**src/rtl/decoder_rr_arbiter_pkg.sv**
```systemverilog
`default_nettype none
// +----------------------------------------------------------------------+
// | Module      : decoder_rr_arbiter_pkg                                 |
// | Description : Shared sizes, FSM state type and the round-robin       |
// |               winner search used by decoder_rr_arbiter.              |
// | Revision    : 1.0 - initial release                                  |
// +----------------------------------------------------------------------+
package decoder_rr_arbiter_pkg;

  localparam int NUM_REQ = 8;
  localparam int IDX_W   = 3;
  localparam int CNT_W   = 8;

  // Saturation value of the hold counter
  localparam logic [CNT_W-1:0] CNT_MAX = {CNT_W{1'b1}};

  typedef enum logic [0:0] {
    IDLE  = 1'b0,
    GRANT = 1'b1
  } state_e;

  // Scan upward from last_idx+1 with wrap; last_idx itself is checked last.
  // Returns {found, idx}; idx is 0 when nothing is requesting.
  function automatic logic [IDX_W:0] next_rr_winner(
    input logic [NUM_REQ-1:0] req,
    input logic [IDX_W-1:0]   last_idx
  );
    logic             found;
    logic [IDX_W-1:0] idx;
    logic [IDX_W-1:0] cand;
    found = 1'b0;
    idx   = '0;
    for (int i = 1; i <= NUM_REQ; i++) begin
      // The 3-bit add wraps modulo NUM_REQ on its own
      cand = last_idx + IDX_W'(i);
      if (!found && req[cand]) begin
        found = 1'b1;
        idx   = cand;
      end
    end
    return {found, idx};
  endfunction

endpackage
`default_nettype wire

```
**src/rtl/decoder_3bit.sv**
```systemverilog
`default_nettype none
// +----------------------------------------------------------------------+
// | Module      : decoder_3bit                                           |
// | Description : 3-to-8 one-hot decoder.                                |
// | Revision    : 1.0 - initial release                                  |
// +----------------------------------------------------------------------+
module decoder_3bit (
  input  logic [2:0] sel_i,
  output logic [7:0] dec_o
);

  // Exactly one output bit set for every select value
  always_comb begin
    dec_o = 8'h01 << sel_i;
  end

endmodule
`default_nettype wire

```
**src/rtl/decoder_rr_arbiter.sv**
```systemverilog
`default_nettype none
// +----------------------------------------------------------------------+
// | Module      : decoder_rr_arbiter                                     |
// | Description : 8-requester round-robin arbiter. A grant is held while |
// |               the owner keeps requesting and is always followed by   |
// |               one idle cycle. Outputs a registered index and a       |
// |               one-hot grant decoded from it.                         |
// | Options     : DECODER_RR_ARBITER_TIMEOUT_EN - revoke a grant after   |
// |               HOLD_MAX cycles of continuous ownership.               |
// | Revision    : 1.0 - initial release                                  |
// +----------------------------------------------------------------------+
module decoder_rr_arbiter
  import decoder_rr_arbiter_pkg::*;
#(
  parameter int HOLD_MAX = 16
) (
  input  logic               clk,
  input  logic               rst,
  input  logic [NUM_REQ-1:0] req,
  output logic               gnt_valid,
  output logic [IDX_W-1:0]   gnt_idx,
  output logic [NUM_REQ-1:0] gnt,
  output logic [CNT_W-1:0]   busy_cycles
);

  if (HOLD_MAX < 2 || HOLD_MAX > 255) begin : g_hold_max_range_check
    $error("decoder_rr_arbiter: HOLD_MAX must be within 2..255");
  end

  state_e             state_q,     state_d;
  logic               gnt_valid_q, gnt_valid_d;
  logic [IDX_W-1:0]   gnt_idx_q,   gnt_idx_d;
  logic [IDX_W-1:0]   last_idx_q,  last_idx_d;
  logic [CNT_W-1:0]   busy_q,      busy_d;

  logic [IDX_W:0]     winner;
  logic               owner_req;
  logic               timeout_hit;
  logic [NUM_REQ-1:0] dec_onehot;

  assign winner    = next_rr_winner(req, last_idx_q);
  assign owner_req = req[gnt_idx_q];

`ifdef DECODER_RR_ARBITER_TIMEOUT_EN
  // Ownership has lasted HOLD_MAX cycles: treat the next edge as a release
  assign timeout_hit = (busy_q == CNT_W'(HOLD_MAX));
`else
  assign timeout_hit = 1'b0;
`endif

  // State and output registers; reset makes requester 0 first in line
  always_ff @(posedge clk or posedge rst) begin
    if (rst) begin
      state_q     <= IDLE;
      gnt_valid_q <= 1'b0;
      gnt_idx_q   <= '0;
      last_idx_q  <= IDX_W'(NUM_REQ - 1);
      busy_q      <= '0;
    end else begin
      state_q     <= state_d;
      gnt_valid_q <= gnt_valid_d;
      gnt_idx_q   <= gnt_idx_d;
      last_idx_q  <= last_idx_d;
      busy_q      <= busy_d;
    end
  end

  // Next-state: arbitrate only in IDLE, hold or release in GRANT
  always_comb begin
    state_d     = state_q;
    gnt_valid_d = gnt_valid_q;
    gnt_idx_d   = gnt_idx_q;
    last_idx_d  = last_idx_q;
    busy_d      = busy_q;
    unique case (state_q)
      IDLE: begin
        if (winner[IDX_W]) begin
          state_d     = GRANT;
          gnt_valid_d = 1'b1;
          gnt_idx_d   = winner[IDX_W-1:0];
          last_idx_d  = winner[IDX_W-1:0];
          busy_d      = CNT_W'(1);
        end
      end
      GRANT: begin
        if (owner_req && !timeout_hit) begin
          busy_d = (busy_q == CNT_MAX) ? busy_q : busy_q + CNT_W'(1);
        end else begin
          // last_idx is kept so the departing owner scans last next time
          state_d     = IDLE;
          gnt_valid_d = 1'b0;
          gnt_idx_d   = '0;
          busy_d      = '0;
        end
      end
      default: begin
        state_d     = IDLE;
        gnt_valid_d = 1'b0;
        gnt_idx_d   = '0;
        busy_d      = '0;
      end
    endcase
  end

  decoder_3bit u_decoder (
    .sel_i (gnt_idx_q),
    .dec_o (dec_onehot)
  );

  // Grant is purely a function of registers, so req never reaches gnt
  assign gnt         = dec_onehot & {NUM_REQ{gnt_valid_q}};
  assign gnt_valid   = gnt_valid_q;
  assign gnt_idx     = gnt_idx_q;
  assign busy_cycles = busy_q;

endmodule
`default_nettype wire

```
**config.mk**
```make
export PLATFORM = sky130hd
export DESIGN_NAME = decoder_rr_arbiter
export DESIGN_NICKNAME = d
export VERILOG_FILES = /design/src/rtl/decoder_rr_arbiter_pkg.sv /design/src/rtl/decoder_3bit.sv /design/src/rtl/decoder_rr_arbiter.sv
export SDC_FILE = /design/constraint.sdc
export NUM_CORES = 1
export LEC_CHECK = 0
export ABC_AREA = 0
export ABC_CLOCK_PERIOD_IN_PS = 3200
export CAP_MARGIN = 20
export CORE_UTILIZATION = 50
export DETAILED_ROUTE_END_ITERATION = 8
export PLACE_DENSITY = 0.76
export SYNTH_ARGS = -nofsm -noshare
export SYNTH_HDL_FRONTEND = slang
export SYNTH_HIERARCHICAL = 1
export SYNTH_SLANG_ARGS = --single-unit
```
**constraint.sdc**
```tcl
create_clock -name clk -period 3.2 [get_ports clk]
set_input_delay 0.64 -clock clk [delete_from_list [all_inputs] [get_ports clk]]
set_output_delay 0.64 -clock clk [all_outputs]
set_load 0.005 [all_outputs]
```
==> results of run 1 <==
-- worst register-to-register path, delay by kind of cell, from the launching register on --
kind	cells	cell delay, ns
AOI/OAI and AO/OA	5	1.21
muxes	2	0.64
DFF	1	0.52
adders and majority gates	1	0.40
buffers and inverters	1	0.11
-- layout make-up --
cell class              count  area, sq um
clock buffers               4         45.0
fillers                   337         1300
inverters                  14         52.6
multi-input cells         166         1490
flip-flops and latches     16          404
well taps                  48         60.1
repair buffers             42          388
-- power breakdown --
group	internal (mW)	switching, mW	leakage (nW)
combinational	1.06	1.07	0.769
clock	0.0881	0.0652	0.0228
sequential	0.286	0.135	0.201
-- logic make-up (layout without fill, tap and decap cells) --
| logic type | count (synthesis) | in the layout |
|---|---|---|
| xor gates and xnor gates | 8 | 8 |
| muxes | 34 | 34 |
| buffers and inverters | 26 | 60 |
| and+or+nand+nor | 76 | 76 |
| adders and majority gates | 3 | 3 |
| AOI/OAI and AO/OA | 45 | 45 |
| DFF | 16 | 16 |
-- registers in the layout, summed over array words and instances (netlist names) --
signal	flops
last_idx_q	3
gnt_valid	1
busy_cycles	8
gnt_idx	3
state_q	1
-- per-layer routing --
layer	vias to the layer above	GRT usage [%]
met5	-	0
met4	0	2.45
met3	4	3.52
met2	63	39.5
met1	861	37.8
li1	852	-
-- synth_stat cells (all sizes together), types with 5 or more instances --
| library cell | instances |
|---|---|
| nor2 | 17 |
| mux4 | 15 |
| nand2 | 15 |
| inv | 14 |
| mux2i | 14 |
| dfrtp | 13 |
| and2 | 10 |
| o21ai | 8 |
| buf | 7 |
| nand2b | 6 |
| a21oi | 5 |
| clkbuf | 5 |
| mux2 | 5 |
| nand3 | 5 |
| xor2 | 5 |
-- through the flow --
stage	setup slack [ns]	utilization, %	instances	area (sq um)	power [mW]
after floorplan	0.0401	-	208	2020	1.99
after global placement	0.111	63.8	286	2390	2.48
after detailed placement	0.0378	63.8	286	2390	2.50
after CTS	0.141	65.0	290	2430	2.67
after global routing	0.0228	65.2	290	2440	2.90
final	0.195	65.2	290	2440	2.70
-- worst max path at each step --
stage                        from              to  cells past startpoint
global placement           req[3]      gnt_idx[1]                      8
CTS                 last_idx_q[0]      gnt_idx[1]                      9
finish              last_idx_q[0]      gnt_idx[1]                      9
floorplan           last_idx_q[1]      gnt_idx[2]                     11
global route        last_idx_q[0]  busy_cycles[5]                     10
detailed placement         req[3]      gnt_idx[1]                      8
-- placed cells by master (no fill, tap or decap), drive strengths merged, types with 3 or more instances in the layout --
cell           Yosys  layout
a211oi             3       3
a21o               3       3
a21oi              5       5
and2              10      10
and3               3       3
and3b              4       4
buf                7      13
clkbuf             5       4
clkdlybuf4s50      0      29
dfrtp             13      13
dfstp              3       3
ha                 3       3
inv               14      14
mux2               5       5
mux2i             14      14
mux4              15      15
nand2             15      15
nand2b             6       6
nand3              5       5
nor2              17      17
nor3               4       4
nor3b              3       3
o211ai             3       3
o21a               3       3
o21ai              8       8
xnor2              3       3
xor2               5       5
==> impl_results.md, run 1 <==
* DRC marker count from the first detailed-route iteration at between 100 and 150
* Leak at 0.993 nW
* Highest Signal Layer: met4
* Starting density of the core at 53.1%
* Share of cells above drive strength 1 at 21.5%
* EDFF count, synth at 0
* DRC violations left at 0
* Synth Cell Area at just under 2000 sq um
* GPL Wtd Cong at 0.875
* Setup TNS at 0 ns
* Slowest stage delay, CP at about 0.52 ns
* Area leader, netlist: mux4_2
* Vias at approximately 1,800
* Mux cell area share after synthesis at 28.8%
* Final worst-path cycle share at 93.9%
* Cts repair resizes at 0
* Fmax at roughly 330 MHz
* Async SR Flop Fraction at 100%
* Met1 Wirelength at 2300 um
* Core Area at 3740 sq um
* Post-Synth Adder-Cell Area at roughly 1.9%
* Register area share after synthesis at 20.3%
* Seq cells post-synth at 16
* RSZ-0062 raised after global routing: no
* Worst-path fanout max at 13
* Inserted Clock Buffers at 3
* Die Y at 65.1 um
* Min Hold Slack at 0.575 ns
* Crit path DAT at 3.13 ns
* Largest family of logic cells by synthesized area: multiplexers
* Worst skew pair latency at 0.25 ns
* Min cycle time layout at 3.01 ns
* Hold Path End: busy_cycles[7]
* Xor-xnor portion of the synthesized cell area at between 3 and 4%
* Die Wd at between 60 and 70 um
* Post-Route WL at 4910 um
* Die area at about 4200 sq um
* Status: completed
* Min-Delay Path Depth at 1
* Max-slew violation count at 0
* R2r setup slk at 0.19 ns
* Vias/cell at ~6
* Slew margin rel. at 60.2%
* Post-synth top area share at 17.0%
* Worst path most repeated cell: mux2_2
* CP endpoint kind: flip-flop
* First-pass GRT wire length at between 8000 and 9000 um
* Nets at 256
* Hold Path Origin: busy_cycles[7]
* Cells along the critical path: inv_1 > ha_4 > mux2_2 > mux2_2 > o221a_2 > a211oi_1 > o21ai_1 > o21a_1 > a311o_1
* Fin. Hold Viols at 0
* Gate Count Post-Synth at 208
* TritonCTS Sinks at 16
* Largest net degree at the start of global routing at 26
* WP buf/inv at 1
* R2r worst-path depth at 9
* Wire length on met3 at a little over 300 um
* Least-Margin Pin Slew at 0.597 ns
* MaxCap Viol Count at 0
* CTS Hold Bufs at 0
* R2R Path End: gnt_idx[1]
* Layout overhead on the synthesized area at 22.7%
* Mapped Nets at 221
* Max clock buf depth at 2
* Gr ovfl total at 0
* WL met2 at 2280 um
* CP required at 3.32 ns
* Row count at 22
* Clock Skews at 0.00386 ns
* Syn_area_per_cell at 9.56 sq um
* Worst hold path class: reg -> reg
* Synth warn at 6
* Routed Antenna Nets at 0
* Routed WL per cell at 16.9 um
* Total power density per cell area at 1110 nW/um^2
* Post-synth top flop: dfrtp_1
* Post-CTS Repair Setup Buffers at 0
* Number of I/O port buffers at 29
* Synth unique cells at 57
* CTS tree: yes
* DRT Pass-1 Iters at 4
* Clock-pin slew on the worst setup and hold paths at 0.06 ns
* Max VDD drop at 0.000657 V
* Total GRT Usage at around a quarter
* Initial antenna violation count at 0
* Compound-Gate Fraction of Synth Area at approximately 17%
* Worst setup SP type: flip-flop
* CTS root buffer: clkbuf_8
* Number of global-route vias before repair at 1,670
* Post-Synth Simple-Gate Area at 21.9%
* Ports at 30
* Crit Path Class: reg -> reg
* H-tree depth at 1
* Slowest CP cell: dfstp_2
* RR Startpoint: last_idx_q[0]
* Dpl hpwl at ~3800 um
* Ranking of synthesized cells by area: mux4_2, dfrtp_1, mux2i_1, dfstp_2, mux2i_4
* Final setup vio count at 0
* N_diodes at 0
* CP top delay family: compound AO/OA/AOI/OAI gates
No activity file was read; power rests on OpenSTA's default activity.
==> run 2, diff against run 1 <==
Settings changed: SLEW_MARGIN set to 15.
==> results of run 2 <==
Final layout, timing and power as in run 1 (identical DEF).
==> run 3, diff against run 2 <==
Settings changed: CTS_CLUSTER_SIZE set to 30.
==> results of run 3 <==
Final layout, timing and power as in run 1 (identical DEF).
